### config.mk
export PLATFORM = sky130hd
export DESIGN_NAME = sram_req_ctrl
export DESIGN_NICKNAME = d
export VERILOG_FILES = /design/src/rtl/sram_req_ctrl.sv
export SDC_FILE = /design/constraint.sdc
export NUM_CORES = 1
export LEC_CHECK = 0
export CAP_MARGIN = 0
export CORE_MARGIN = 3
export CORE_UTILIZATION = 37
export DETAILED_ROUTE_END_ITERATION = 16
export GPL_ROUTABILITY_DRIVEN = 0
export GPL_TIMING_DRIVEN = 0
export PLACE_DENSITY = 0.95
export SLEW_MARGIN = 10
export SYNTH_ARGS = -nofsm -noshare
export SYNTH_HDL_FRONTEND = slang
export SYNTH_SLANG_ARGS = --single-unit
export TNS_END_PERCENT = 100
### constraint.sdc
create_clock -name clk -period 4.7 [get_ports clk]
set_clock_uncertainty 0.05 [all_clocks]
set_input_delay 0.94 -clock clk [delete_from_list [all_inputs] [get_ports clk]]
set_output_delay 0.94 -clock clk [all_outputs]
set_load 0.01 [all_outputs]
### src/rtl/sram_req_ctrl.sv
// sram_req_ctrl
// ---------------------------------------------------------------------------
// Initiator-side controller for a single-port SRAM wrapper with a
// combinational read path and a clock-edge write.
//
// Clients issue reads and writes over a valid/ready request channel. Read
// data comes back one cycle later over a single-entry valid/ready response
// channel. The controller also owns a clear engine. When that engine is
// enabled, it writes INITIAL_VALUE to every SRAM word after reset and
// whenever a clear is requested.
//
// Ports
//   clk, rst                  rising-edge clock, synchronous active-high reset
//   i_req_valid/o_req_ready   request handshake
//   i_req_wren                1 = write, 0 = read
//   i_req_addr, i_req_wdata   request address / write data
//   o_rsp_valid/i_rsp_ready   read-response handshake
//   o_rsp_rdata               read data, held while the response is stalled
//   i_clear                   start a full clear (sampled only while idle)
//   o_clear_busy              clear engine is sweeping the array
//   o_clear_done              one-cycle pulse on the first idle cycle after a clear
//   o_sram_cs/wren/addr/din   SRAM pins driven by the controller
//   i_sram_dout               SRAM read data (valid in the same cycle as addr)
// ---------------------------------------------------------------------------
module sram_req_ctrl #(
    parameter int                    DATA_WIDTH    = 32,
    parameter int                    SRAM_DEPTH    = 128,
    parameter int                    ADDR_WIDTH    = $clog2(SRAM_DEPTH),
    parameter bit                    CLEAR_ENABLE  = 1'b1,
    parameter logic [DATA_WIDTH-1:0] INITIAL_VALUE = '0
) (
    input  logic                  clk,
    input  logic                  rst,

    input  logic                  i_req_valid,
    output logic                  o_req_ready,
    input  logic                  i_req_wren,
    input  logic [ADDR_WIDTH-1:0] i_req_addr,
    input  logic [DATA_WIDTH-1:0] i_req_wdata,

    output logic                  o_rsp_valid,
    input  logic                  i_rsp_ready,
    output logic [DATA_WIDTH-1:0] o_rsp_rdata,

    input  logic                  i_clear,
    output logic                  o_clear_busy,
    output logic                  o_clear_done,

    output logic                  o_sram_cs,
    output logic                  o_sram_wren,
    output logic [ADDR_WIDTH-1:0] o_sram_addr,
    output logic [DATA_WIDTH-1:0] o_sram_din,
    input  logic [DATA_WIDTH-1:0] i_sram_dout
);

    typedef enum logic {
        ST_CLEAR = 1'b0,
        ST_IDLE  = 1'b1
    } state_t;

    localparam logic [ADDR_WIDTH-1:0] LAST_ADDR = ADDR_WIDTH'(SRAM_DEPTH - 1);

    state_t                  state_reg, state_next;
    logic [ADDR_WIDTH-1:0]   clr_cnt_reg, clr_cnt_next;
    logic                    rsp_valid_reg, rsp_valid_next;
    logic [DATA_WIDTH-1:0]   rsp_rdata_reg, rsp_rdata_next;
    logic                    clear_done_reg, clear_done_next;

    logic                    req_ready;
    logic                    clear_req;
    logic                    accept;
    logic                    rsp_drain;
    logic                    sram_cs;
    logic                    sram_wren;
    logic [ADDR_WIDTH-1:0]   sram_addr;
    logic [DATA_WIDTH-1:0]   sram_din;

    // State register
    always_ff @(posedge clk) begin
        if (rst) begin
            state_reg      <= CLEAR_ENABLE ? ST_CLEAR : ST_IDLE;
            clr_cnt_reg    <= '0;
            rsp_valid_reg  <= 1'b0;
            rsp_rdata_reg  <= '0;
            clear_done_reg <= 1'b0;
        end else begin
            state_reg      <= state_next;
            clr_cnt_reg    <= clr_cnt_next;
            rsp_valid_reg  <= rsp_valid_next;
            rsp_rdata_reg  <= rsp_rdata_next;
            clear_done_reg <= clear_done_next;
        end
    end

    // Next-state and output logic
    always_comb begin
        state_next      = state_reg;
        clr_cnt_next    = clr_cnt_reg;
        rsp_valid_next  = rsp_valid_reg;
        rsp_rdata_next  = rsp_rdata_reg;
        clear_done_next = 1'b0;
        req_ready       = 1'b0;
        clear_req       = 1'b0;
        accept          = 1'b0;
        sram_cs         = 1'b0;
        sram_wren       = 1'b0;
        sram_addr       = '0;
        sram_din        = '0;

        // The response register drains independently of the state, so a
        // held response can be consumed while a clear is sweeping the array.
        rsp_drain = rsp_valid_reg & i_rsp_ready;

        case (state_reg)
            ST_CLEAR: begin
                sram_cs      = 1'b1;
                sram_wren    = 1'b1;
                sram_addr    = clr_cnt_reg;
                sram_din     = INITIAL_VALUE;
                clr_cnt_next = clr_cnt_reg + ADDR_WIDTH'(1);
                if (clr_cnt_reg == LAST_ADDR) begin
                    state_next      = ST_IDLE;
                    clr_cnt_next    = '0;
                    clear_done_next = 1'b1;
                end
                if (rsp_drain) begin
                    rsp_valid_next = 1'b0;
                end
            end

            ST_IDLE: begin
                clear_req = i_clear & CLEAR_ENABLE;
                // A new read may be accepted when the response slot is empty
                // or is being emptied this cycle.
                req_ready = ~clear_req & (~rsp_valid_reg | i_rsp_ready);
                accept    = i_req_valid & req_ready;
                if (accept) begin
                    sram_cs   = 1'b1;
                    sram_wren = i_req_wren;
                    sram_addr = i_req_addr;
                    sram_din  = i_req_wdata;
                end
                // If a new read and a drain happen in the same cycle, the new
                // read wins. The slot is reloaded and valid stays high.
                if (accept & ~i_req_wren) begin
                    rsp_valid_next = 1'b1;
                    rsp_rdata_next = i_sram_dout;
                end else if (rsp_drain) begin
                    rsp_valid_next = 1'b0;
                end
                if (clear_req) begin
                    state_next   = ST_CLEAR;
                    clr_cnt_next = '0;
                end
            end

            default: begin
                state_next = ST_IDLE;
            end
        endcase
    end

    assign o_req_ready  = req_ready;
    assign o_rsp_valid  = rsp_valid_reg;
    assign o_rsp_rdata  = rsp_rdata_reg;
    assign o_clear_busy = (state_reg == ST_CLEAR);
    assign o_clear_done = clear_done_reg;
    assign o_sram_cs    = sram_cs;
    assign o_sram_wren  = sram_wren;
    assign o_sram_addr  = sram_addr;
    assign o_sram_din   = sram_din;

endmodule

* After elaboration in Yosys (flattened, before gate mapping)
Index checks and enable logic that the tools add are counted.
Word-level totals: bits in latches 0, output and inout bits 77, bits of input ports 77, memories kept 0, register bits after elaboration 42, logic and storage cells 37, bits in read-only memories 0, memory bits (writable) 0
Cells by class: $lt $le $gt $ge 0, multiplexer cells 18, equal/unequal tests 2, div/mod/pow operators 0, multiply operators 0, bitwise logic cells 9, shift operators 0, add/sub/neg operators 1, reduce and logical (&&, ||, !) cells 2
Operator list (number):
- $pmux 32 s2 | 1
- $mux 32 | 1
- $pmux 7 s2 | 2
- $mux 7 | 3
- $pmux 1 s2 | 4
- $add 7x1->7 const B | 1
- $eq 7x7->1 const B | 1
- $mux 1 | 7
- $and 1x1->1 | 4
- $not 1->1 | 4
- $ne 2x2->1 const B | 1
- $reduce_and 2->1 | 1
- $reduce_or 2->1 | 1
- $or 1x1->1 | 1

* Depth between registers and ports, before layout
depth after elaboration 7, depth in mapped cells 6, mapped depth without buffers 4

* Least setup slack after synthesis
OpenSTA, ideal clock, no wires.
path kind input to output, start in i_clear, end out o_sram_din[21], setup slack 1.921 ns, path buffers 2, required time 3.710 ns, stages 5, arrival time 1.789 ns, cell sequence nand2b_1 nor3_4 buf_4 clkbuf_2 and2_1
Between the ends: longest elaborated chain between the ends 5
RTL lines:
- from (decl) | line 45 | input logic i_clear,
- $not 1->1 | line 135 | req_ready = ~clear_req & (~rsp_valid_reg | i_rsp_ready);
- $and 1x1->1 | line 135
- $and 1x1->1 | line 136 | accept = i_req_valid & req_ready;
- $mux 32 | line 137 | if (accept) begin
- $pmux 32 s2 | line 114 | case (state_reg)
- to (decl) | line 52 | output logic [DATA_WIDTH-1:0] o_sram_din,
Every way passes these cells.

* Worst setup path in the final report
start in i_clear, end out o_sram_din[25]
The elaborated chain is that of the path after synthesis.

==> flow_summary.json <==
{
  "outcome": "completed",
  "worstPathMaxFanout": 10,
  "synth_cells": 243,
  "r2r_cells": 4,
  "seq_area_um2": 840.8,
  "port_buffers": 152,
  "critPathLaunchType": "primary input",
  "crit_type": "primary input to output pin",
  "ys_seq_elements": 42,
  "synthesis.area_um2": 2081,
  "min_path_cells": 2,
  "drtPass1Iterations": 4,
  "syn2layout_area_growth_pct": 82.44,
  "largest_register_ffs": 32,
  "slowest_delay_ns": 0.54,
  "h-tree-depth": 2,
  "drc": 0,
  "synthFlopType": "dfxtp_1",
  "synth_compound_area_share_pct": 8.599,
  "diodes": 0,
  "synth_most_common_cell": "nand2_1",
  "std_cell_rows": 26,
  "fillers": 416,
  "drive_above_1_share_pct": 4.963,
  "core_area_um2": 5270,
  "synth_common_cells": "nand2_1 (67), dfxtp_1 (42), and2_1 (32), mux2i_1 (32), a22o_1 (8)",
  "cts_sinks": 42,
  "hold_viol": 0,
  "grt_max_degree": 13,
  "final_core_util_pct": 72.03,
  "clk_pin_slew_ns": 0.08,
  "worstMarginPinSlew_ns": 0.6354,
  "finalSetupViolations": 0,
  "async_flop_share_pct": 0,
  "ir_drop_v": 0.0001878,
  "clockBufferDepth": 2,
  "fin_crit_sh_pct": 84.11,
  "grt_setup_unrepaired": "false",
  "p_total_mw": 0.7382,
  "wl_um": 6957,
  "multi_input_area_um2": 1130,
  "io_pins": 154,
  "crit_slowest_cell": "clkdlybuf4s50_1",
  "report.final.slew_viol_count": 0,
  "synth_edf_count": 0,
  "cts_setup_buffers": 0,
  "initial_core_util_pct": 39.48,
  "ys_warn_count": 0,
  "insertion_delay_ns": 0.29,
  "numCtsBuffers": 5,
  "ctsHoldBuffers": 0,
  "dieArea_um2": 6559,
  "hpwl_um": 5643,
  "synthMuxAreaShare_pct": 15.94,
  "cp_common_cell": "clkdlybuf4s50_1",
  "vias": 2267,
  "synthSimpleGateAreaFrac_pct": 29.16,
  "root_buffer": "clkbuf_8",
  "critical_path.cell_chain": "clkdlybuf4s50_1, nand2b_1, nor3_4, buf_4, clkbuf_2, and2_1, clkdlybuf4s50_1",
  "arrival_ns": 2.96,
  "antenna_found_initial": 0,
  "synth_top_family_by_area": "simple AND/OR/NAND/NOR gates",
  "required_ns": 3.71,
  "grt_pass1_wl_um": 10900,
  "tritoncts": "built",
  "wl_per_cell_um": 14.71,
  "vias_per_cell": 4.793,
  "yosys.area.top_type_share_pct": 40.41,
  "dpl_cell_area_um2": 3690,
  "synth_fa_ha_area_share_pct": 0.6013,
  "yosysUniqueCellTypes": 35,
  "fin_crit_ns": 3.953,
  "cp-end-kind": "output pin",
  "cap_viol_max_count": 0,
  "final_area_um2": 3796,
  "drtIter0Drc": 84,
  "die_h_um": 80.99,
  "fmax_mhz": 253.0,
  "syn_area_per_cell_um2": 8.563,
  "synth-seq-area-share_pct": 40.41,
  "grt_overflow": 0,
  "syn-num-nets": 321,
  "dieWidth_um": 80.99,
  "synth_xor_area_share_pct": 0,
  "grt_use_total_pct": 21.16,
  "layout.nets": 480,
  "powerDensity_nw_per_um2": 194.5,
  "finalSetupTns_ns": 0,
  "grt_pass1_vias": 2280,
  "synth_top_area_cell": "dfxtp_1",
  "drtAntennaViolNets": 0,
  "cts_resized": 0,
  "max_slew_margin_pct": 57.32,
  "p_leak_nw": 1.351,
  "min_path_type": "flip-flop to flip-flop",
  "synth_area_leaders": "dfxtp_1 (40%), mux2i_1 (15%), nand2_1 (12%)"
}
final cells by class:
| type | instances | share of cell area, % |
|---|---|---|
| Tap cell | 70 | 2.307 |
| Clock buffer | 7 | 2.011 |
| Inverter | 4 | 0.3955 |
| Buffer | 17 | 2.505 |
| Clock inverter | 1 | 0.7910 |
| Sequential cell | 42 | 22.15 |
| Multi-Input combinational cell | 180 | 29.76 |
| Timing Repair Buffer | 152 | 40.08 |
cells by family (layout without fill, tap and decap cells):
group	count (synthesis)	in the layout
fa+ha+maj	1	1
simple gates	121	121
flops	42	42
compound gates	25	25
buf+inv	21	181
mux	33	33
worst max-delay path, delay by kind of cell:
kind / cells / cell delay, ns
buf+inv: 4 / 1.43
simple gates: 3 / 0.58
worst paths after layout:
| path | from | to | slack [ns] |
|---|---|---|---|
| worst max-delay path | i_clear | o_sram_din[25] | 0.75 |
| worst min-delay path | o_rsp_rdata[25]$_SDFFE_PP0P_ | o_rsp_rdata[25]$_SDFFE_PP0P_ | 0.41 |
| worst max register to register | state_reg$_SDFF_PP0_ | o_rsp_rdata[6]$_SDFFE_PP0P_ | 2.99 |
| worst min register to register | o_rsp_rdata[25]$_SDFFE_PP0P_ | o_rsp_rdata[25]$_SDFFE_PP0P_ | 0.41 |
where the power goes:
part	leakage (nW)	switching [mW]	internal, mW
clock network	0.0524	0.121	0.159
registers	0.339	0.00274	0.358
logic	0.959	0.0293	0.0681
total	1.35	0.153	0.585
stage by stage:
step,hold slack (ns),cells,setup WS (ns)
floorplan,0.4290,243,1.921
global placement,0.3912,465,0.7744
detailed placement,0.4004,465,0.7153
CTS,0.4132,473,0.7120
global route,0.4288,473,0.5590
finish,0.4092,473,0.7471
cell usage in the layout (no fill, tap or decap), types with 2 or more instances in the layout:
master	count
nand3_1	3
a22o_1	8
inv_1	3
mux2i_1	32
buf_1	2
nand3b_1	3
clkbuf_1	9
buf_6	3
nand2b_1	2
nor2_1	5
and2_1	32
nand2_1	67
dfxtp_1	42
or3_1	3
clkdlybuf4s50_1	152
o21a_1	2
clkbuf_8	5
buf_2	3
o21ai_0	5
a21oi_1	4
per-layer routing:
metal  vias to the layer above  wire length, um  GRT usage [%]
met5                         -                0              0
met4                         0              180          7.432
met3                        16              578          7.982
met2                        94             3476          35.47
met1                      1031             2722          24.66
li1                       1126                -              -
(Power assumes the default switching activity.)
